===== src/rtl/ex_mem_skid_stage.sv =====
// EX->MEM pipeline register with valid/ready handshake, flush and an optional skid entry.
// SKID=1 registers in_ready; SKID=0 gives a single entry with a combinational in_ready.
module ex_mem_skid_stage #(
  parameter int word_width = 32,
  parameter int CTRL_W     = 4,
  parameter int SKID       = 1
) (
  input  logic                  clk,
  input  logic                  reset,
  input  logic                  flush,
  input  logic                  in_valid,
  output logic                  in_ready,
  input  logic [CTRL_W-1:0]     in_ctrl,
  input  logic [word_width-1:0] in_alu,
  input  logic [word_width-1:0] in_wdata,
  input  logic [4:0]            in_rd,
  input  logic [word_width-1:0] in_pcplus4,
  output logic                  out_valid,
  input  logic                  out_ready,
  output logic [CTRL_W-1:0]     out_ctrl,
  output logic [word_width-1:0] out_alu,
  output logic [word_width-1:0] out_wdata,
  output logic [4:0]            out_rd,
  output logic [word_width-1:0] out_pcplus4,
  output logic [1:0]            occupancy
);

  logic                  r_main_valid;
  logic [CTRL_W-1:0]     r_main_ctrl;
  logic [word_width-1:0] r_main_alu;
  logic [word_width-1:0] r_main_wdata;
  logic [4:0]            r_main_rd;
  logic [word_width-1:0] r_main_pcplus4;

  logic w_skid_valid;
  logic w_accept;
  logic w_pop;

  assign w_accept = in_valid && in_ready;
  assign w_pop    = r_main_valid && out_ready;

  generate
    if (SKID != 0) begin : g_skid
      logic                  r_skid_valid;
      logic [CTRL_W-1:0]     r_skid_ctrl;
      logic [word_width-1:0] r_skid_alu;
      logic [word_width-1:0] r_skid_wdata;
      logic [4:0]            r_skid_rd;
      logic [word_width-1:0] r_skid_pcplus4;

      always_ff @(posedge clk) begin
        if (reset) begin
          r_main_valid   <= 1'b0;
          r_main_ctrl    <= '0;
          r_main_alu     <= '0;
          r_main_wdata   <= '0;
          r_main_rd      <= '0;
          r_main_pcplus4 <= '0;
          r_skid_valid   <= 1'b0;
          r_skid_ctrl    <= '0;
          r_skid_alu     <= '0;
          r_skid_wdata   <= '0;
          r_skid_rd      <= '0;
          r_skid_pcplus4 <= '0;
        end else if (flush) begin
          r_main_valid <= 1'b0;
          r_skid_valid <= 1'b0;
        end else if (w_pop && r_skid_valid) begin
          // in_ready is low here, so no accept can coincide with the refill
          r_main_ctrl    <= r_skid_ctrl;
          r_main_alu     <= r_skid_alu;
          r_main_wdata   <= r_skid_wdata;
          r_main_rd      <= r_skid_rd;
          r_main_pcplus4 <= r_skid_pcplus4;
          r_skid_valid   <= 1'b0;
        end else if (w_accept && (!r_main_valid || w_pop)) begin
          r_main_valid   <= 1'b1;
          r_main_ctrl    <= in_ctrl;
          r_main_alu     <= in_alu;
          r_main_wdata   <= in_wdata;
          r_main_rd      <= in_rd;
          r_main_pcplus4 <= in_pcplus4;
        end else if (w_accept) begin
          r_skid_valid   <= 1'b1;
          r_skid_ctrl    <= in_ctrl;
          r_skid_alu     <= in_alu;
          r_skid_wdata   <= in_wdata;
          r_skid_rd      <= in_rd;
          r_skid_pcplus4 <= in_pcplus4;
        end else if (w_pop) begin
          r_main_valid <= 1'b0;
        end
      end

      assign w_skid_valid = r_skid_valid;
      assign in_ready     = !r_skid_valid;
    end else begin : g_noskid
      always_ff @(posedge clk) begin
        if (reset) begin
          r_main_valid   <= 1'b0;
          r_main_ctrl    <= '0;
          r_main_alu     <= '0;
          r_main_wdata   <= '0;
          r_main_rd      <= '0;
          r_main_pcplus4 <= '0;
        end else if (flush) begin
          r_main_valid <= 1'b0;
        end else if (w_accept) begin
          r_main_valid   <= 1'b1;
          r_main_ctrl    <= in_ctrl;
          r_main_alu     <= in_alu;
          r_main_wdata   <= in_wdata;
          r_main_rd      <= in_rd;
          r_main_pcplus4 <= in_pcplus4;
        end else if (w_pop) begin
          r_main_valid <= 1'b0;
        end
      end

      assign w_skid_valid = 1'b0;
      assign in_ready     = !r_main_valid || out_ready;
    end
  endgenerate

  // Bubbles carry zero control and rd; datapath fields keep their last value.
  assign out_valid   = r_main_valid;
  assign out_ctrl    = r_main_valid ? r_main_ctrl : '0;
  assign out_rd      = r_main_valid ? r_main_rd : '0;
  assign out_alu     = r_main_alu;
  assign out_wdata   = r_main_wdata;
  assign out_pcplus4 = r_main_pcplus4;
  assign occupancy   = 2'(r_main_valid) + 2'(w_skid_valid);

  a_in_hold : assert property (@(posedge clk) disable iff (reset)
    $past(in_valid && !in_ready && !flush && !reset) |->
      (in_valid && in_ctrl == $past(in_ctrl) && in_alu == $past(in_alu) &&
       in_wdata == $past(in_wdata) && in_rd == $past(in_rd) &&
       in_pcplus4 == $past(in_pcplus4)));

  a_no_x : assert property (@(posedge clk) disable iff (reset)
    !$isunknown({in_valid, in_ready, out_valid, out_ready}));

endmodule


===== config.mk =====
export PLATFORM = sky130hd
export DESIGN_NAME = ex_mem_skid_stage
export DESIGN_NICKNAME = d
export VERILOG_FILES = /design/src/rtl/ex_mem_skid_stage.sv
export SDC_FILE = /design/constraint.sdc
export NUM_CORES = 1
export LEC_CHECK = 0
export ABC_CLOCK_PERIOD_IN_PS = 2110
export BUFFER_PORTS_ARGS = -buffer_cell sky130_fd_sc_hd__buf_2
export CORE_ASPECT_RATIO = 1.1
export CORE_MARGIN = 2
export CORE_UTILIZATION = 54
export DETAILED_ROUTE_END_ITERATION = 8
export GPL_ROUTABILITY_DRIVEN = 0
export PLACE_DENSITY_LB_ADDON = 0.15
export SLEW_MARGIN = 10
export SYNTH_ARGS = -nofsm -noshare
export SYNTH_HDL_FRONTEND = slang
export SYNTH_SLANG_ARGS = --single-unit

===== constraint.sdc =====
create_clock -name clk -period 2.11 [get_ports clk]
set_input_delay 0.3165 -clock clk [delete_from_list [all_inputs] [get_ports clk]]
set_output_delay 0.3165 -clock clk [all_outputs]
set_load 0.02 [all_outputs]

==> results of run 1 <==
## worst register-to-register path: stages, from the launching register on
cell	delay, ns
dfxtp_1	0.55
mux2_4	0.25
and3_4	0.52
buf_12	0.34
a211oi_1	0.16
## cell usage in the layout, fill, tap and decap left out, drive strengths merged
cell type / count
buf: 244
dfxtp: 212
a21oi: 106
mux2i: 105
a31oi: 105
nand3b: 105
o21ai: 105
a211oi: 105
clkbuf: 35
and2: 9
clkinv: 4
diode: 3
inv: 2
nand2b: 2
mux2: 1
and3: 1
nand3: 1
nor4bb: 1
nand4bb: 1
a22oi: 1
nor3: 1
a2111oi: 1
ha: 1
## power by group
part / switching, mW / internal, mW / total, mW / leakage (nW)
Combinational: 0.738 / 0.454 / 1.19 / 2.90
Clock: 1.59 / 2.34 / 3.93 / 0.374
Sequential: 0.0819 / 4.16 / 4.24 / 1.73
## final timing paths
check | start | to | slack, ns | depth (start not counted)
worst max-delay path | out_valid | occupancy[0] | 0.14 | 3
worst min-delay path | in_alu[6] | g_skid.r_skid_alu[6] | 0.09 | 3
worst max register to register | out_valid | out_pcplus4[2] | 0.14 | 4
worst min register to register | g_skid.r_skid_alu[1] | g_skid.r_skid_alu[1] | 0.47 | 2
## registers in the layout, indices dropped and copies added (netlist names)
| register | flops |
|---|---|
| g_skid.r_skid_alu | 32 |
| g_skid.r_skid_pcplus4 | 32 |
| g_skid.r_skid_wdata | 32 |
| out_alu | 32 |
| out_pcplus4 | 32 |
| out_wdata | 32 |
| g_skid.r_skid_rd | 5 |
| r_main_rd | 5 |
| g_skid.r_skid_ctrl | 4 |
| r_main_ctrl | 4 |
| g_skid.r_skid_valid | 1 |
| out_valid | 1 |
## cells by family after synthesis
group                    after synthesis
AND/OR/NAND/NOR                      121
AO/OA/AOI/OAI                        423
flip-flops                           212
multiplexers                         106
buffers and inverters                131
adder cells (fa/ha/maj)                1
## metal layers
metal | wire [µm] | share of wire [%]
met1 | 11800 | 46
met2 | 11900 | 46
met3 | 1640 | 6.3
met4 | 498 | 1.9
met5 | 26 | 0.10
## metrics by stage
step	total power [mW]	cells	hold WS (ns)	setup slack [ns]
after floorplan	5.07	994	0.396	0.528
final	9.36	1389	0.0917	0.135
after global placement	5.50	1347	0.459	0.207
after detailed placement	5.52	1347	0.463	0.144
after CTS	9.41	1386	0.0850	0.121
after global routing	9.68	1389	0.0892	0.0180
## cells in the mapped netlist (all sizes together)
| cell | count | area share (%) |
|---|---|---|
| mux2 | 1 | 0.16 |
| a2111oi | 1 | 0.092 |
| nand4bb | 1 | 0.12 |
| a22oi | 1 | 0.078 |
| ha | 1 | 0.13 |
| mux2i | 105 | 11 |
| inv | 2 | 0.078 |
| o21ai | 105 | 5.5 |
| nor3 | 1 | 0.052 |
| a31oi | 105 | 6.9 |
| and2 | 9 | 0.59 |
| nand3 | 1 | 0.052 |
| clkbuf | 86 | 3.4 |
| and3 | 1 | 0.065 |
| nand2b | 2 | 0.13 |
| dfxtp | 212 | 44 |
| a211oi | 105 | 11 |
| nor4bb | 1 | 0.10 |
| buf | 43 | 2.7 |
| a21oi | 106 | 5.5 |
| nand3b | 105 | 8.2 |
## cell type report
type / instances / area, µm²
Inverter: 2 / 8.76
Sequential cell: 212 / 4240
Multi-Input combinational cell: 651 / 4800
Tap cell: 238 / 298
Clock buffer: 35 / 721
Fill cell: 1447 / 5940
Antenna cell: 3 / 7.51
Clock inverter: 4 / 23.8
Timing Repair Buffer: 244 / 1510
==> reports/metrics.cfg, run 1 <==
[run_status]
status = completed

[sta]
rsz0062_at_grt = false
drv_slew = 0
tns_ns = 0
fin_crit_sh_pct = 93.6
hold_viol = 0
slew_headroom_pct = 49.8
tightest_slew_ns = 0.754
finalSetupViolCount = 0
finClkSkew_ns = 0.00549
max_freq_mhz = 506
min_period_ns = 1.97

[route]
drc_errors = 0
drt_iter0_drc = 572
drt-vias-per-instance = 5.99
wl_per_cell_um = 18.7
vias = 8317
wl_um = 25900
final_antenna_net_count = 0
dr.pass1.iters = 5

[run]
max_cap_viol_count = 0

[synthesis]
netlist_area_um2 = 9570
synth_mux_area_share_pct = 11.1
synth_xor_area_share_pct = 0
ys.warnings.count = 0
synth_cell_types = 27
synthAdderAreaFrac_pct = 0.131
synth.avg_cell_area_um2 = 9.63
synth-compound-area-share_pct = 28.9
syn_nets = 1105
ys_ff_latch = 212
synth_top_family_by_area = compound AO/OA/AOI/OAI gates
synthCells = 994
yosysSeqAreaShare_pct = 44.4
synth_simple_gate_area_share_pct = 9.35

[setup_path]
cp_num_buf_inv = 2
endpoint_kind = primary output
critPathRequiredTime_ns = 1.79
cp_cell_sequence = buf_4 > ha_1 > buf_2
critPathMaxFanout = 6
cp.arrival_ns = 1.66
worstSetupPathType = reg2out
slowest_stage = dfxtp_1
critPathLaunchType = flop
slowest_delay_ns = 0.55
crit_family = flip-flops

[floorplan]
dieArea_um2 = 18800
ioPinCount = 219
rows = 51
initial_core_util_pct = 54.5
core_um2 = 17500
die_width_um = 131
die_h_um = 144

[global_routing]
grt_pass1_wl_um = 40200
antenna_found_initial = 5
grt_pass1_vias = 7744
grt.total_usage_pct = 26.1
met1_usage_pct = 35.9
grt.busiest_layer = met2
met3_usage_pct = 5.17
grt-ovfl-total = 0
grt_use_met2_pct = 41.9
grt_max_degree = 213

[cts]
clkTransAtPathRegs_ns = 0.06
numCtsBuffers = 23
clockBufferDepth = 3
postCtsSetupBuffers = 0
cts.sinks = 212
htreeDepth = 1
holdBufCountCts = 0
cts_tree = yes
root_buffer = clkbuf_16
insertion_delay_ns = 0.50
cts.repair.resized = 0

[hold_path]
hold_path.class = in2reg

[placed_design]
place_area_um2 = 10900
dp_hpwl_um = 14500
portBuffers = 218

[finish]
syn2layout_area_growth_pct = 21.3
fin_area_um2 = 11600
layout-drive-gt1-share_pct = 29.4
nets = 1245
post-route-util_pct = 66.1

[power]
power_density_nw_per_um2 = 806
vdd_drop_max_v = 0.000670
p_leak_nw = 5.00

(Power assumes the default switching activity.)
==> run 2, diff against run 1 <==
--- a/config.mk
+++ b/config.mk
@@ -9,7 +9,8 @@
 export BUFFER_PORTS_ARGS = -buffer_cell sky130_fd_sc_hd__buf_2
 export CORE_ASPECT_RATIO = 1.1
 export CORE_MARGIN = 2
-export CORE_UTILIZATION = 54
+export CORE_UTILIZATION = 40
+export CTS_CLUSTER_DIAMETER = 80
 export DETAILED_ROUTE_END_ITERATION = 8
 export GPL_ROUTABILITY_DRIVEN = 0
 export PLACE_DENSITY_LB_ADDON = 0.15
==> run 2 against run 1 <==
Compared with the run above:
- critical path depth unchanged
- clock skew up 0.0085 ns
- setup slack better by 0.12 ns
- sequential cell count unchanged
==> reports/metrics.cfg, run 2 (synthesized netlist as in run 1, its figures left out) <==
[global_routing]
grt_pass1_wl_um = 44400
grt-ovfl-total = 0
antenna_found_initial = 3
grt_pass1_vias = 8212
grt.total_usage_pct = 21.6
grt_max_degree = 149

[sta]
rsz0062_at_grt = false
drv_slew = 0
fin_crit_sh_pct = 87.7
finClkSkew_ns = 0.0140
tightest_slew_ns = 0.569
tns_ns = 0
max_freq_mhz = 540
hold_viol = 0
min_period_ns = 1.85
finalSetupViolCount = 0
slew_headroom_pct = 62.1

[cts]
cts.sinks = 212
clkTransAtPathRegs_ns = 0.06
htreeDepth = 1
cts.repair.resized = 0
numCtsBuffers = 24
cts_tree = yes
root_buffer = clkbuf_16
clockBufferDepth = 3
insertion_delay_ns = 0.51
postCtsSetupBuffers = 0
holdBufCountCts = 0

[hold_path]
hold_path.class = in2reg
min_to = g_skid.r_skid_alu[13]
hold_start = in_alu[13]
hold_depth = 3

[setup_path]
r2r_slack_ns = 0.41
cp.arrival_ns = 1.53
worstReg2RegEnd = out_alu[12]
crit_start = out_valid
reg2reg_from = out_valid
endpoint_kind = primary output
critPathLaunchType = flop
worstSetupPathType = reg2out
critPathMaxFanout = 9
rr_worst_depth = 5
critPathRequiredTime_ns = 1.79

[finish]
layout.cells.most_common = buf_2
mostFrequentLayoutCells = buf_2 (216), dfxtp_1 (212), a21oi_1 (106)
post-route-util_pct = 49.6
nets = 1241
syn2layout_area_growth_pct = 22.2
fin_area_um2 = 11700
layout-drive-gt1-share_pct = 29.1

[floorplan]
die_width_um = 151
initial_core_util_pct = 40.6
core_um2 = 23500
die_h_um = 166
dieArea_um2 = 25200
rows = 59
ioPinCount = 219

[run]
max_cap_viol_count = 0

[power]
power_density_nw_per_um2 = 828
vdd_drop_max_v = 0.000540
power_mw = 9.68
p_leak_nw = 4.99

[route]
final_antenna_net_count = 0
dr.pass1.iters = 5
wl_um = 28100
drt_iter0_drc = 438
wl_per_cell_um = 19.3
drc_errors = 0
vias = 8356
drt-vias-per-instance = 5.75

[run_status]
status = completed

[placed_design]
place_area_um2 = 10900
dp_hpwl_um = 15500
portBuffers = 218

## run 2: cell types whose count changed in the layout (fill, tap and decap cells not counted), sizes merged
| cell | delta |
|---|---|
| bufinv | +2 |
| buf | -6 |
## run 2: how the worst max path moves through the flow
stage / end / slack (ns) / cells past startpoint
2_1_floorplan: out_pcplus4[20] / 0.53 / 6
3_3_place_gp: out_alu[12] / 0.34 / 5
3_5_place_dp: out_alu[12] / 0.30 / 5
4_1_cts: occupancy[0] / 0.22 / 3
5_1_grt: occupancy[0] / 0.18 / 3
6_report: occupancy[0] / 0.26 / 3
## run 2: metrics by stage
stage,std cells,hold WS (ns),worst slack [ns]
floorplan,994,0.396,0.528
global placement,1409,0.459,0.337
detailed placement,1409,0.466,0.303
CTS,1449,0.0579,0.221
global route,1451,0.0668,0.179
finish,1452,0.0770,0.259
## run 2: per-layer routing
metal  vias up  global-route usage (%)  part of all wire [%]
met1      4032                    28.7                    44
met5         -                       0                 0.046
met4         2                    5.89                   2.2
met2       248                    34.5                    45
li1       4033                       -                     -
met3        41                    5.85                   8.2
## run 2: cell type report
type	instances	area [µm²]
tap	305	382
inverter	2	8.76
clock inverter	6	83.8
clock buffer	34	719
timing repair buffer	239	1450
sequential	212	4240
antenna	3	7.51
fill	2224	11900
multi-input combinational	651	4800
## run 2: power by group
group / internal, mW / switching (mW) / leakage [nW]
clock network: 2.60 / 1.65 / 0.399
registers: 4.16 / 0.0806 / 1.73
logic: 0.444 / 0.745 / 2.87
total: 7.20 / 2.48 / 4.99
## run 2: critical path, stage by stage, from the launching register on
cell and delay [ns]:
dfxtp_1 0.32, buf_4 0.19, ha_1 0.34, buf_2 0.17
